--- src/rtl/booth_mul_seq.sv ---
`default_nettype none
// ============================================================================
// Module      : booth_mul_seq
// Description : Sequential radix-4 Booth signed multiplier, one Booth step per
//               clock; feeds the Zhigh/Zlow register pair.
// Revision    : 1.0 - initial release
// ============================================================================
module booth_mul_seq #(
    parameter int WIDTH = 32
) (
    input  logic             w_clock,
    input  logic             w_clear,
    input  logic             start,
    input  logic [WIDTH-1:0] multiplicand,
    input  logic [WIDTH-1:0] multiplier,
    output logic             busy,
    output logic             done,
    output logic [WIDTH-1:0] product_hi,
    output logic [WIDTH-1:0] product_lo
);

    localparam int                CNT_W       = $clog2(WIDTH / 2 + 1);
    localparam logic [CNT_W-1:0]  c_last_step = CNT_W'(WIDTH / 2 - 1);

    typedef enum logic [1:0] {
        ST_IDLE = 2'd0,
        ST_CALC = 2'd1,
        ST_DONE = 2'd2
    } state_t;

    state_t           r_state;
    state_t           w_state_nxt;

    logic [WIDTH+1:0] r_a;
    logic [WIDTH-1:0] r_q;
    logic [WIDTH-1:0] r_m;
    logic             r_qm1;
    logic [CNT_W-1:0] r_cnt;
    logic             r_busy;
    logic             r_done;
    logic [WIDTH-1:0] r_prod_hi;
    logic [WIDTH-1:0] r_prod_lo;

    logic             w_accept;
    logic             w_last;
    logic [WIDTH+1:0] w_m_ext;
    logic [WIDTH+1:0] w_m2_ext;
    logic [WIDTH+1:0] w_addend;
    logic [WIDTH+1:0] w_sum;
    logic [WIDTH+1:0] w_a_nxt;
    logic [WIDTH-1:0] w_q_nxt;
    logic             w_qm1_nxt;

    always_ff @(posedge w_clock or negedge w_clear) begin
        if (!w_clear) begin
            r_state <= ST_IDLE;
        end else begin
            r_state <= w_state_nxt;
        end
    end

    always_comb begin
        w_state_nxt = r_state;
        w_accept    = 1'b0;
        w_last      = 1'b0;
        case (r_state)
            ST_IDLE: begin
                if (start) begin
                    w_accept    = 1'b1;
                    w_state_nxt = ST_CALC;
                end
            end
            ST_CALC: begin
                if (r_cnt == c_last_step) begin
                    w_last      = 1'b1;
                    w_state_nxt = ST_DONE;
                end
            end
            ST_DONE: w_state_nxt = ST_IDLE;
            default: w_state_nxt = ST_IDLE;
        endcase
    end

    // Two guard bits on A keep +/-2M exact even for the most negative operand.
    always_comb begin
        w_m_ext  = {{2{r_m[WIDTH-1]}}, r_m};
        w_m2_ext = {r_m[WIDTH-1], r_m, 1'b0};
        w_addend = '0;
        case ({r_q[1:0], r_qm1})
            3'b001, 3'b010: w_addend = w_m_ext;
            3'b011:         w_addend = w_m2_ext;
            3'b100:         w_addend = -w_m2_ext;
            3'b101, 3'b110: w_addend = -w_m_ext;
            default:        w_addend = '0;
        endcase
        w_sum     = r_a + w_addend;
        w_a_nxt   = {{2{w_sum[WIDTH+1]}}, w_sum[WIDTH+1:2]};
        w_q_nxt   = {w_sum[1:0], r_q[WIDTH-1:2]};
        w_qm1_nxt = r_q[1];
    end

    always_ff @(posedge w_clock or negedge w_clear) begin
        if (!w_clear) begin
            r_a       <= '0;
            r_q       <= '0;
            r_m       <= '0;
            r_qm1     <= 1'b0;
            r_cnt     <= '0;
            r_busy    <= 1'b0;
            r_done    <= 1'b0;
            r_prod_hi <= '0;
            r_prod_lo <= '0;
        end else begin
            r_busy <= (w_state_nxt != ST_IDLE);
            r_done <= (w_state_nxt == ST_DONE);
            if (w_accept) begin
                r_m   <= multiplicand;
                r_a   <= '0;
                r_q   <= multiplier;
                r_qm1 <= 1'b0;
                r_cnt <= '0;
            end else if (r_state == ST_CALC) begin
                r_a   <= w_a_nxt;
                r_q   <= w_q_nxt;
                r_qm1 <= w_qm1_nxt;
                r_cnt <= r_cnt + CNT_W'(1);
                if (w_last) begin
                    r_prod_hi <= w_a_nxt[WIDTH-1:0];
                    r_prod_lo <= w_q_nxt;
                end
            end
        end
    end

    assign busy       = r_busy;
    assign done       = r_done;
    assign product_hi = r_prod_hi;
    assign product_lo = r_prod_lo;

endmodule
`default_nettype wire
--- config.mk ---
export PLATFORM = sky130hd
export DESIGN_NAME = booth_mul_seq
export DESIGN_NICKNAME = d
export VERILOG_FILES = /design/src/rtl/booth_mul_seq.sv
export SDC_FILE = /design/constraint.sdc
export NUM_CORES = 1
export LEC_CHECK = 0
export ABC_AREA = 1
export CORE_MARGIN = 4
export CORE_UTILIZATION = 55
export DETAILED_ROUTE_END_ITERATION = 8
export GPL_ROUTABILITY_DRIVEN = 0
export PLACE_DENSITY_LB_ADDON = 0.3
export SLEW_MARGIN = 20
export SYNTH_ARGS = -nofsm -noshare
export SYNTH_HDL_FRONTEND = slang
export SYNTH_SLANG_ARGS = --single-unit
--- constraint.sdc ---
create_clock -name w_clock -period 3.4 [get_ports w_clock]
set_input_delay 0.68 -clock w_clock [delete_from_list [all_inputs] [get_ports w_clock]]
set_output_delay 0.68 -clock w_clock [all_outputs]
set_load 0.005 [all_outputs]
Word-level counts from Yosys, hierarchy flattened
Cells that the tools add are included.
- word-level logic and storage cells: 46
- bits in registers: 172
- bits of input ports: 67
- output and inout bits: 66
- reduce and logical (&&, ||, !) cells: 6
- equal/unequal tests: 9
- add/sub/neg operators: 4
- muxes and demuxes: 16
- bitwise gates (word level): 1
- operators with widths (kind ; number):
    $pmux 34 s4 ; 1
    $mux 34 ; 2
    $neg 34->34 ; 2
    $mux 32 ; 2
    $add 34x34->34 ; 1
    $mux 5 ; 2
    $eq 3x3->1 const B ; 3
    $eq 3x2->1 const B ; 2
    $mux 1 ; 6
    $add 5x1->5 const B ; 1
    $eq 5x4->1 const B ; 1
    $mux 2 ; 2
    $pmux 2 s2 ; 1
    $reduce_bool 2->1 ; 2
    $reduce_or 2->1 ; 2
    $eq 3x1->1 const B ; 1
    $reduce_and 3->1 ; 1
    $eq 2x1->1 const B ; 1
    $eq 2x2->1 const B ; 1
    $logic_not 2->1 ; 1
    $not 1->1 ; 1

Longest topological paths before layout
Gate-level depths: netlist of run 1.
- depth after elaboration: 6
- depth in mapped cells: 25

Worst setup path before layout of run 1
No wires, ideal clock.
- path kind: reg-to-reg
- start point: reg r_m[0]
- end point: reg r_a[32]
- setup slack: 0.468 ns
- arrival time: 2.814 ns
- cell stages (with the launch flop): 23
- buffers on the path: 0
- period minus slack after synthesis: 2.932 ns
- cell sequence: dfrtp_1 > inv_1 > ha_1 > nand3_2 > nor2_2 > nand2_2 > nor2_4 > nand2_1 > nor2_2 > xor2_1 > inv_1 > nand2_1 > nand3b_1 > ha_1 > nand2_1 > nor2_1 > nand2_1 > nor3b_2 > nand3_1 > nand3_2 > nand3_2 > nand3_1 > nand2_1
- cells in the longest elaborated chain, start to end: 5
- RTL lines (item ; line ; text):
    start: declaration ; 36 ; logic [WIDTH-1:0] r_m;
    start signal: assignment ; 117 ; r_m <= multiplicand;
    $neg 34->34 (on tied branches) ; 93, 92 ;
    $pmux 34 s4 * ; 89 ; case ({r_q[1:0], r_qm1})
    $add 34x34->34 * ; 96 ; w_sum = r_a + w_addend;
    $mux 34 * ; 122 ; end else if (r_state == ST_CALC) begin
    $mux 34 * ; 116 ; if (w_accept) begin
    end signal: assignment ; 123 ; r_a <= w_a_nxt;
    end: declaration ; 34 ; logic [WIDTH+1:0] r_a;
Mark *: on every way between the ends. The rest lies on a longest branch, timed or not. The select of a mux whose other input is x is not followed.
A chain may end at the register's enable or synchronous reset.

Final worst setup path of run 1
- start point: reg r_m[1]
- end point: reg r_a[32]
The elaborated chain is that of the path after synthesis.

==> metrics.md, run 1 <==
| Metric | Value |
|---|---|
| Status | `completed` |
| Layout cell share with drive strength beyond 1 | `15.6%` |
| Avg Inst Size Synth | `7.44 um^2` |
| CTS sink cnt | `170` |
| Finished Core Util | `71.9%` |
| Final setup viols | `0` |
| Post-synth ARST share | `100%` |
| WP data arrival | `3.71 ns` |
| Filler cells | `1,375` |
| Initial Util | `56.6%` |
| Number of global-route vias before repair | `9,275` |
| First DRT Iteration DRCs | `1,179` |
| Worst-Skew Late Latency | `0.45 ns` |
| Crit start category | `flop` |
| CTS Buf Count | `17` |
| H-tree levels | `4` |
| Slowest stage cell, crit path | `dfrtp_1` |
| Setup tns final | `0 ns` |
| Clock slew at reported path FFs | `0.07 ns` |
| DP HPWL | `20,600 um` |
| Vias per cell | `5.70` |
| Slew of the pin with the lowest slew margin | `0.969 ns` |
| Average wire per standard cell | `16.7 um` |
| CTS tree | `built` |
| Pre-Repair DR Iteration Count | `6` |
| Initial antenna violation count | `0` |
| Diodes inserted | `0` |
| Max incr delay on CP | `0.40 ns` |
| Die span in x | `145 um` |
| Worst Clk Skew | `0.0123 ns` |
| WP data required | `3.73 ns` |
| Sequential area share after synthesis | `41.3%` |
| Total global-route track usage | `26.8%` |
| Buffers & Inverters on Critical Path | `3` |
| Commonest non-fill, non-tap cell in the layout | `nand2_1` |
| Critical path's top delay family | `simple AND/OR/NAND/NOR gates` |
| Crit-path max FO | `4` |
| Cells after synthesis | `1,385` |
| Worst setup EP type | `flop` |
| WP depth | `23` |
| Total core area | `18,200 um^2` |
| Drt drc | `0` |
| DP Worst Slack | `-0.0619 ns` |
| Crit Path Class | `flop to flop` |
| Top area cells in the synthesized netlist | `dfrtp_1, nand2_1, inv_1` |
| Detail Route Antenna Nets | `0` |
| Global-route wire length before repair | `46,600 um` |
| Final worst slack | `0.0184 ns` |
| RSZ-0062 raised after global routing | `true` |
| Worst-path cell chain | `inv_2 > ha_4 > nand3_4 > nor2_4 > nand2_2 > nor2_4 > nand2_1 > nor2_2 > xor2_1 > inv_1 > nand2_1 > nand3b_1 > ha_4 > buf_4 > nand2_4 > nor2_4 > nand2_2 > nor3b_4 > nand3_2 > nand3_2 > nand3_2 > nand3_1 > nand2_1` |
| Final period util | `99.5%` |
| Max-slew headroom | `35.4%` |
| Mapped Area | `10,300 um^2` |
| WL final | `29,800 um` |
| Syn_nets | `1,489` |
| Full die area | `21,000 um^2` |
| IO Pins | `133` |
| Synth Flop Type | `dfrtp_1` |
| Area grow syn2layout | `27.0%` |
| Die Height | `145 um` |
| Routed vias | `10,100` |
| Hold Vio Cnt, Final | `0` |
| Number of synthesized register bits | `170` |
| Max Cap Viol | `0` |
| Final Hold Slack | `0.253 ns` |
| Max-slew violations | `0` |
| Final min period | `3.38 ns` |
| # rows | `49` |
| Most frequent cells in the layout | `nand2_1, dfrtp_1, inv_1` |
| Largest net degree at the start of global routing | `108` |
| CTS root buf | `clkbuf_16` |
| Yosys warning count | `0` |
| FF-to-FF path depth | `23` |
| Register Area | `4260 um^2` |
| Buffer depth of the longest clock path | `2` |
| Max Freq | `296 MHz` |
| Fin nets | `1,644` |
| Hold Crit Class | `input port to async pin` |
| I/O Buffers | `132` |
| Count of cell types in the netlist | `45` |
| EDFF count, synth | `0` |
| Dominant cell type by area after synthesis | `dfrtp_1` |
| Hold buffer count at CTS | `0` |
| Area share of the largest cell type after synthesis | `41.3%` |
| Footprint of the multi-input gates | `5680 um^2` |
| Remaining global-route overflow | `0` |
[kinds of logic after synthesis]
family                   synth area share, %
AO/OA/AOI/OAI                           14.6
adder cells (fa/ha/maj)                 4.56
AND/OR/NAND/NOR                         28.6
XOR/XNOR                                3.22
buffers and inverters                   7.80
flip-flops                              41.3
[routing by layer]
| metal | global-route usage, % | share of wire (%) |
|---|---|---|
| met5 | 0 | 0 |
| met4 | 7.84 | 2.4 |
| met3 | 4.77 | 8.5 |
| met2 | 42.0 | 46 |
| met1 | 38.5 | 43 |
[synthesized netlist by cell type (all sizes together) (2+ instances only)]
library cell / n
o22ai: 15
nor3: 12
nand3b: 7
nand2: 453
nand3: 73
o211ai: 2
or2: 7
buf: 18
o221ai: 34
xor2: 29
ha: 36
xnor2: 8
nor2: 113
a21oi: 47
nor4: 2
clkbuf: 25
inv: 165
nand4: 16
o2111ai: 11
o21ai: 126
o21bai: 6
dfrtp: 170
[through the flow]
stage / std cells / instance area (um^2)
2_1_floorplan: 1385 / 10300
3_3_place_gp: 1732 / 12000
3_5_place_dp: 1732 / 12000
4_1_cts: 1765 / 12600
5_1_grt: 1781 / 13100
6_report: 1781 / 13100
[sequential cells by signal, summed over array words and instances (netlist names)]
| name | cells |
|---|---|
| product_lo | 32 |
| busy | 1 |
| r_m | 32 |
| r_q | 32 |
| r_qm1 | 1 |
| done | 1 |
| product_hi | 32 |
| r_a | 32 |
| r_cnt | 5 |
| r_state | 2 |
[repair_timing]
| action | in CTS | in global routing |
|---|---|---|
| setup endpoints to repair | 12 | 45 |
| resized for setup | 6 | 102 |
| pin swaps | 5 | 29 |
| buffers inserted | 2 | 16 |
[cell type report]
| type | instances | share of cell area, % |
|---|---|---|
| Timing Repair Buffer | 179 | 12.9 |
| Sequential cell | 170 | 32.5 |
| Tap cell | 229 | 2.19 |
| Inverter | 166 | 4.79 |
| Clock inverter | 14 | 1.05 |
| Clock buffer | 17 | 3.25 |
| Multi-Input combinational cell | 1006 | 43.4 |
[final timing paths]
path	from	slack, ns	to
max in group asynchronous	w_clear	2.16	product_lo[19]$_DFFE_PN0P_
min in group w_clock	product_hi[25]$_DFFE_PN0P_	0.48	product_hi[25]$_DFFE_PN0P_
min	w_clear	0.25	product_lo[8]$_DFFE_PN0P_
max reg2reg	r_m[1]$_DFFE_PN0P_	0.02	r_a[32]$_DFFE_PN0P_
min reg2reg	product_hi[25]$_DFFE_PN0P_	0.48	product_hi[25]$_DFFE_PN0P_
max	r_m[1]$_DFFE_PN0P_	0.02	r_a[32]$_DFFE_PN0P_
Power of run 1 is not shown: default switching activity piles up to over one toggle a cycle in this logic, so the estimate is an artifact.
==> run 2: changes to the inputs <==
==> constraint.sdc (replaced) <==
create_clock -name w_clock -period 3.4 [get_ports w_clock]
set_input_delay 0.34 -clock w_clock [delete_from_list [all_inputs] [get_ports w_clock]]
set_output_delay 0.34 -clock w_clock [all_outputs]
set_load 0.005 [all_outputs]
==> metrics.md, run 2 (synthesis results as in run 1) <==
| Metric | Value |
|---|---|
| Status | `finished with violations` |
| Failing checks | `setup timing` |
| Layout cell share with drive strength beyond 1 | `15.4% (-0.20 points)` |
| Slowest stage cell, crit path | `ha_1` |
| Worst setup EP type | `flop` |
| # placed instances | `1,733 (+0.058%)` |
| Post-Layout Cell Count | `1,788 (+0.39%)` |
| Initial antenna violation count | `0 (unchanged)` |
| Commonest non-fill, non-tap cell in the layout | `nand2_1` |
| Crit-path max FO | `5 (+1)` |
| IO Pins | `133 (unchanged)` |
| Worst-Skew Late Latency | `0.44 ns (about the same)` |
| Max-slew violations | `0 (unchanged)` |
| Area grow syn2layout | `28.3%` |
| Pre-Repair DR Iteration Count | `6 (unchanged)` |
| Hold Vio Cnt, Final | `0 (unchanged)` |
| Diodes inserted | `0 (unchanged)` |
| Max Cap Viol | `0 (unchanged)` |
| Finished Core Util | `72.7% (+0.73 points)` |
| Top cell by count, worst path | `nand2_1` |
| Number of global-route vias before repair | `9,097 (-1.9%)` |
| WP data arrival | `3.76 ns (+0.05 ns)` |
| H-tree levels | `4 (unchanged)` |
| Largest net degree at the start of global routing | `98 (-9.3%)` |
| WP depth | `22 (-4.3%)` |
| Die Height | `145 um (unchanged)` |
| Final period util | `101% (+1.5 points)` |
| Final setup viols | `6 (+6)` |
| I/O Buffers | `132 (unchanged)` |
| Critical path's top delay family | `simple AND/OR/NAND/NOR gates` |
| Detail Route Antenna Nets | `0 (unchanged)` |
| CTS sink cnt | `170 (unchanged)` |
| WP data required | `3.73 ns (about the same)` |
| Buffer depth of the longest clock path | `2 (unchanged)` |
| CTS Buf Count | `17 (unchanged)` |
| Fin nets | `1,650 (+0.36%)` |
| Placed Area | `12,000 um^2 (+0.27%)` |
| CTS tree | `built` |
| Drt drc | `0 (unchanged)` |
| Crit start category | `flop` |
| Crit Path Class | `flop to flop` |
| Hold-critical path depth | `3` |
| RSZ-0062 raised after global routing | `true` |
| WL final | `30,200 um (+1.4%)` |
| Max Freq | `291 MHz (-1.5%)` |
| Worst-path cell chain | `inv_2 > ha_4 > nand2_2 > nor2_4 > nand2_4 > nor2_4 > nand2_1 > xor2_1 > nand2_1 > o2111ai_2 > ha_1 > nand2_2 > inv_2 > nand2_4 > nor3_2 > inv_1 > nor4_1 > nand2_1 > nand2_1 > nand2_1 > nand3_1 > nand2_1` |
| Most frequent cells in the layout | `nand2_1, dfrtp_1, inv_1` |
| Remaining global-route overflow | `0 (unchanged)` |
| Max-slew headroom | `54.6% (+19 points)` |
| Slew of the pin with the lowest slew margin | `0.681 ns (-0.288 ns)` |
| Final min period | `3.43 ns (+0.0518 ns)` |
| Post-route cell area | `13,200 um^2 (+1.0%)` |
| Final worst slack | `-0.0334 ns (-0.0518 ns)` |
| Full die area | `21,000 um^2 (unchanged)` |
| Die span in x | `145 um (unchanged)` |
| Buffers & Inverters on Critical Path | `3 (unchanged)` |
| Worst Clk Skew | `0.0113 ns (-0.000994 ns)` |
| Total core area | `18,200 um^2 (unchanged)` |
| Clock slew at reported path FFs | `0.08 ns (about the same)` |
| Average wire per standard cell | `16.9 um (+1.0%)` |
| DP HPWL | `20,500 um (-0.80%)` |
| Max incr delay on CP | `0.43 ns (+0.03 ns)` |
| Initial Util | `56.6% (unchanged)` |
| First DRT Iteration DRCs | `1,226 (+4.0%)` |
| DP Worst Slack | `-0.0377 ns (+0.0242 ns)` |
| Total global-route track usage | `26.6% (-0.20 points)` |
| Hold Crit Class | `input port to flop` |
| Vias per cell | `5.76 (+1.1%)` |
| Global-route wire length before repair | `46,200 um (-0.70%)` |
| Routed vias | `10,300 (+1.5%)` |
| # rows | `49 (unchanged)` |
| FF-to-FF path depth | `22 (-4.3%)` |
| CTS root buf | `clkbuf_16` |
## run 2: cell count changes in the layout (fill, tap and decap cells not counted), sizes merged
cell,previous run,this run
clkinv,7,3
bufinv,1,3
dlygate4sd3,0,1
buf,48,53
inv,172,175
## run 2: tightest hold or removal path: cells and delay by family
kind | cells | cell delay (ns)
buf+inv | 1 | 0.39
simple gates | 1 | 0.06
compound gates | 1 | 0.06
## run 2: worst paths after layout
path / to / startpoint / slack, ns
worst max-delay path: r_a[27]$_DFFE_PN0P_ / r_m[1]$_DFFE_PN0P_ / -0.03
worst min register to register: product_hi[19]$_DFFE_PN0P_ / product_hi[19]$_DFFE_PN0P_ / 0.48
min in group asynchronous: product_lo[8]$_DFFE_PN0P_ / w_clear / 0.48
max in group asynchronous: r_q[27]$_DFFE_PN0P_ / w_clear / 2.06
worst max register to register: r_a[27]$_DFFE_PN0P_ / r_m[1]$_DFFE_PN0P_ / -0.03
worst min-delay path: r_m[12]$_DFFE_PN0P_ / multiplicand[12] / 0.46
## run 2: cell type report
class | instances | area [um^2]
clock buffers | 17 | 425
well taps | 229 | 287
inverters | 166 | 627
clock inverters | 15 | 200
repair buffers | 185 | 1760
multi-input cells | 1006 | 5670
flip-flops and latches | 170 | 4260
fillers | 1351 | 4980
## run 2: what timing repair did
action / CTS / global route
resized for setup: 5 / 97
hold endpoints to repair: 70 / 0
hold buffers: 1 / 0
setup buffers: 3 / 19
pin swaps: 4 / 27
setup endpoints to repair: 13 / 47
## run 2: through the flow
stage	TNS [ns]	hold slack [ns]
after floorplan	0	0.0444
after global placement	0	0.400
after detailed placement	-0.0612	0.403
after CTS	0	0.453
after global routing	-3.45	0.464
final	-0.0696	0.456
## run 2: layer usage
| layer | routed length, um | track usage, % | share of wire [%] | up-vias |
|---|---|---|---|---|
| met1 | 12800 | 37.8 | 42 | 4747 |
| li1 | - | - | - | 4853 |
| met3 | 2710 | 4.52 | 9.0 | 97 |
| met5 | 0 | 0 | 0 | - |
| met4 | 843 | 7.60 | 2.8 | 0 |
| met2 | 13900 | 42.5 | 46 | 603 |
Power of run 2 is left out for the same reason.
==> run 3: changes to the inputs <==
--- a/config.mk
+++ b/config.mk
@@ -6,12 +6,13 @@
 export NUM_CORES = 1
 export LEC_CHECK = 0
 export ABC_AREA = 1
+export CELL_PAD_IN_SITES_DETAIL_PLACEMENT = 0
+export CELL_PAD_IN_SITES_GLOBAL_PLACEMENT = 1
 export CORE_MARGIN = 4
-export CORE_UTILIZATION = 55
+export CORE_UTILIZATION = 41
 export DETAILED_ROUTE_END_ITERATION = 8
 export GPL_ROUTABILITY_DRIVEN = 0
 export PLACE_DENSITY_LB_ADDON = 0.3
-export SLEW_MARGIN = 20
 export SYNTH_ARGS = -nofsm -noshare
 export SYNTH_HDL_FRONTEND = slang
 export SYNTH_SLANG_ARGS = --single-unit
==> metrics.md, run 3 (synthesis results as in run 1) <==
| Metric | Value |
|---|---|
| Status | `completed` |
| H-tree levels | `4 (unchanged)` |
| Hold Crit Class | `input port to async pin` |
| First DRT Iteration DRCs | `839 (-32%)` |
| Die Height | `167 um (+15%)` |
| Total core area | `24,500 um^2 (+35%)` |
| Routed vias | `9,778 (-5.1%)` |
| DR WL met2 | `13,600 um (-2.2%)` |
| Die span in x | `167 um (+15%)` |
| Metal-1 WL | `14,800 um (+16%)` |
| Buffer depth of the longest clock path | `2 (unchanged)` |
| Routed length on met3 | `1440 um (-47%)` |
| CTS tree | `built` |
| I/O Buffers | `132 (unchanged)` |
| Top layer in use | `met4` |
| Most frequent cells in the layout | `nand2_1, dfrtp_1, inv_1` |
| Max incr delay on CP | `0.40 ns (-0.03 ns)` |
| CTS sink cnt | `170 (unchanged)` |
| Worst-path cell chain | `inv_2 > ha_4 > nand2_1 > nor2_2 > nand2_2 > nor2_4 > xor2_1 > o22ai_1 > a21oi_1 > o21ai_1 > ha_1 > nand2_2 > nor2_2 > nand2_2 > nor3b_2 > nand3_1 > nand3_2 > nand3_2 > nand3_1 > nand2_1` |
| WP data arrival | `3.70 ns (-0.06 ns)` |
| Largest net degree at the start of global routing | `98 (unchanged)` |
| WL final | `30,300 um (+0.20%)` |
| Worst-Skew Late Latency | `0.44 ns (about the same)` |
| Global-route wire length before repair | `48,600 um (+5.1%)` |
| Initial Util | `42.0% (-15 points)` |
| Max-slew headroom | `53.8% (-0.81 points)` |
| Crit-path max FO | `5 (unchanged)` |
| Full die area | `27,800 um^2 (+32%)` |
| Average wire per standard cell | `16.0 um (-5.3%)` |
| Final setup viols | `0 (-6)` |
| IO Pins | `133 (unchanged)` |
| Crit Path Class | `flop to flop` |
| Final worst slack | `0.0303 ns (+0.0637 ns)` |
| Hold Vio Cnt, Final | `0 (unchanged)` |
| Remaining global-route overflow | `0 (unchanged)` |
| Layout cell share with drive strength beyond 1 | `16.9% (+1.5 points)` |
| Worst Clk Skew | `0.0141 ns (+0.00285 ns)` |
| Slowest stage cell, crit path | `dfrtp_1` |
| # rows | `57 (+16%)` |
| Initial antenna violation count | `0 (unchanged)` |
| Drt drc | `0 (unchanged)` |
| Number of global-route vias before repair | `9,242 (+1.6%)` |
| CTS Buf Count | `17 (unchanged)` |
| Top cell by count, worst path | `nand2_2` |
| Final period util | `99.1% (-1.9 points)` |
| Filler cells | `2,403 (+78%)` |
| Vias per cell | `5.17 (-10%)` |
| Area grow syn2layout | `30.8%` |
| Clock slew at reported path FFs | `0.08 ns (about the same)` |
| DP HPWL | `22,200 um (+8.6%)` |
| Final min period | `3.37 ns (-0.0637 ns)` |
| Diodes inserted | `0 (unchanged)` |
| Setup tns final | `0 ns (+0.0696 ns)` |
| Detail Route Antenna Nets | `0 (unchanged)` |
| Max Freq | `297 MHz (+1.9%)` |
| Fin nets | `1,659 (+0.55%)` |
| RSZ-0062 raised after global routing | `true` |
| DP Worst Slack | `-0.140 ns (-0.102 ns)` |
| Crit start category | `flop` |
| WP data required | `3.73 ns (about the same)` |
| Commonest non-fill, non-tap cell in the layout | `nand2_1` |
| Slew of the pin with the lowest slew margin | `0.692 ns (+0.0112 ns)` |
| Worst setup EP type | `flop` |
| Pre-Repair DR Iteration Count | `5 (-1)` |
| CTS root buf | `clkbuf_16` |
| Max-slew violations | `0 (unchanged)` |
| Total global-route track usage | `21.3% (-5.3 points)` |
| Max Cap Viol | `0 (unchanged)` |
run 3: cell count changes in the layout (fill, tap and decap cells not counted), moves of 3 or more:
cell | before | now
buf_4 | 48 | 56
nor2_2 | 20 | 24
ha_1 | 23 | 20
a21oi_1 | 34 | 31
o21ai_0 | 109 | 105
clkinv_8 | 0 | 6
o21ai_1 | 10 | 14
nand2_1 | 421 | 417
nor2_1 | 78 | 73
bufinv_16 | 3 | 0
run 3: metal layers:
metal | vias to the layer above | track usage, %
li1 | 4883 | -
met4 | 0 | 4.98
met5 | - | 0
met2 | 297 | 32.6
met1 | 4562 | 32.4
met3 | 36 | 2.68
run 3: worst paths after layout:
| kind | slack, ns | cells past startpoint | from | endpoint |
|---|---|---|---|---|
| max | 0.03 | 20 | r_m[1]$_DFFE_PN0P_ | r_a[32]$_DFFE_PN0P_ |
| min | 0.42 | 2 | w_clear | product_lo[7]$_DFFE_PN0P_ |
| max reg2reg | 0.03 | 20 | r_m[1]$_DFFE_PN0P_ | r_a[32]$_DFFE_PN0P_ |
| min reg2reg | 0.48 | 2 | product_hi[17]$_DFFE_PN0P_ | product_hi[17]$_DFFE_PN0P_ |
| max in group asynchronous | 2.06 | 3 | w_clear | product_hi[25]$_DFFE_PN0P_ |
| min in group w_clock | 0.46 | 3 | multiplicand[13] | r_m[13]$_DFFE_PN0P_ |
run 3: through the flow:
step | cell area, um^2 | std cells | util, % | hold slack, ns
final | 13500 | 1892 | 55.0 | 0.421
after detailed placement | 12200 | 1834 | 49.6 | 0.335
after CTS | 12900 | 1872 | 52.4 | 0.437
after global routing | 13500 | 1892 | 55.0 | 0.458
after global placement | 12200 | 1834 | 49.6 | 0.333
after floorplan | 10300 | 1385 | - | 0.0444
run 3: timing repair:
item,4_1_cts,5_1_grt
cloned,0,0
gates resized for setup,9,120
endpoints found under the hold margin,49,0
hold buffers,1,0
setup endpoints to repair,13,49
pin swaps,6,41
setup buffers,5,20
run 3: worst max-delay path: cells and delay by family (launching register included):
family	cells	cell delay, ns
xor gates and xnor gates	1	0.23
and+or+nand+nor	13	1.60
buffers and inverters	1	0.09
DFF	1	0.40
AOI/OAI and AO/OA	3	0.38
adders and majority gates	2	0.55
run 3: area by class of cell:
class | instances | area [um^2] | area share (%)
Clock buffer | 18 | 429 | 3.18
Inverter | 166 | 632 | 4.68
Sequential cell | 170 | 4250 | 31.5
Clock inverter | 14 | 175 | 1.30
Tap cell | 324 | 405 | 3.00
Timing Repair Buffer | 194 | 1840 | 13.6
Multi-Input combinational cell | 1006 | 5760 | 42.7
Power of run 3 is left out for the same reason.
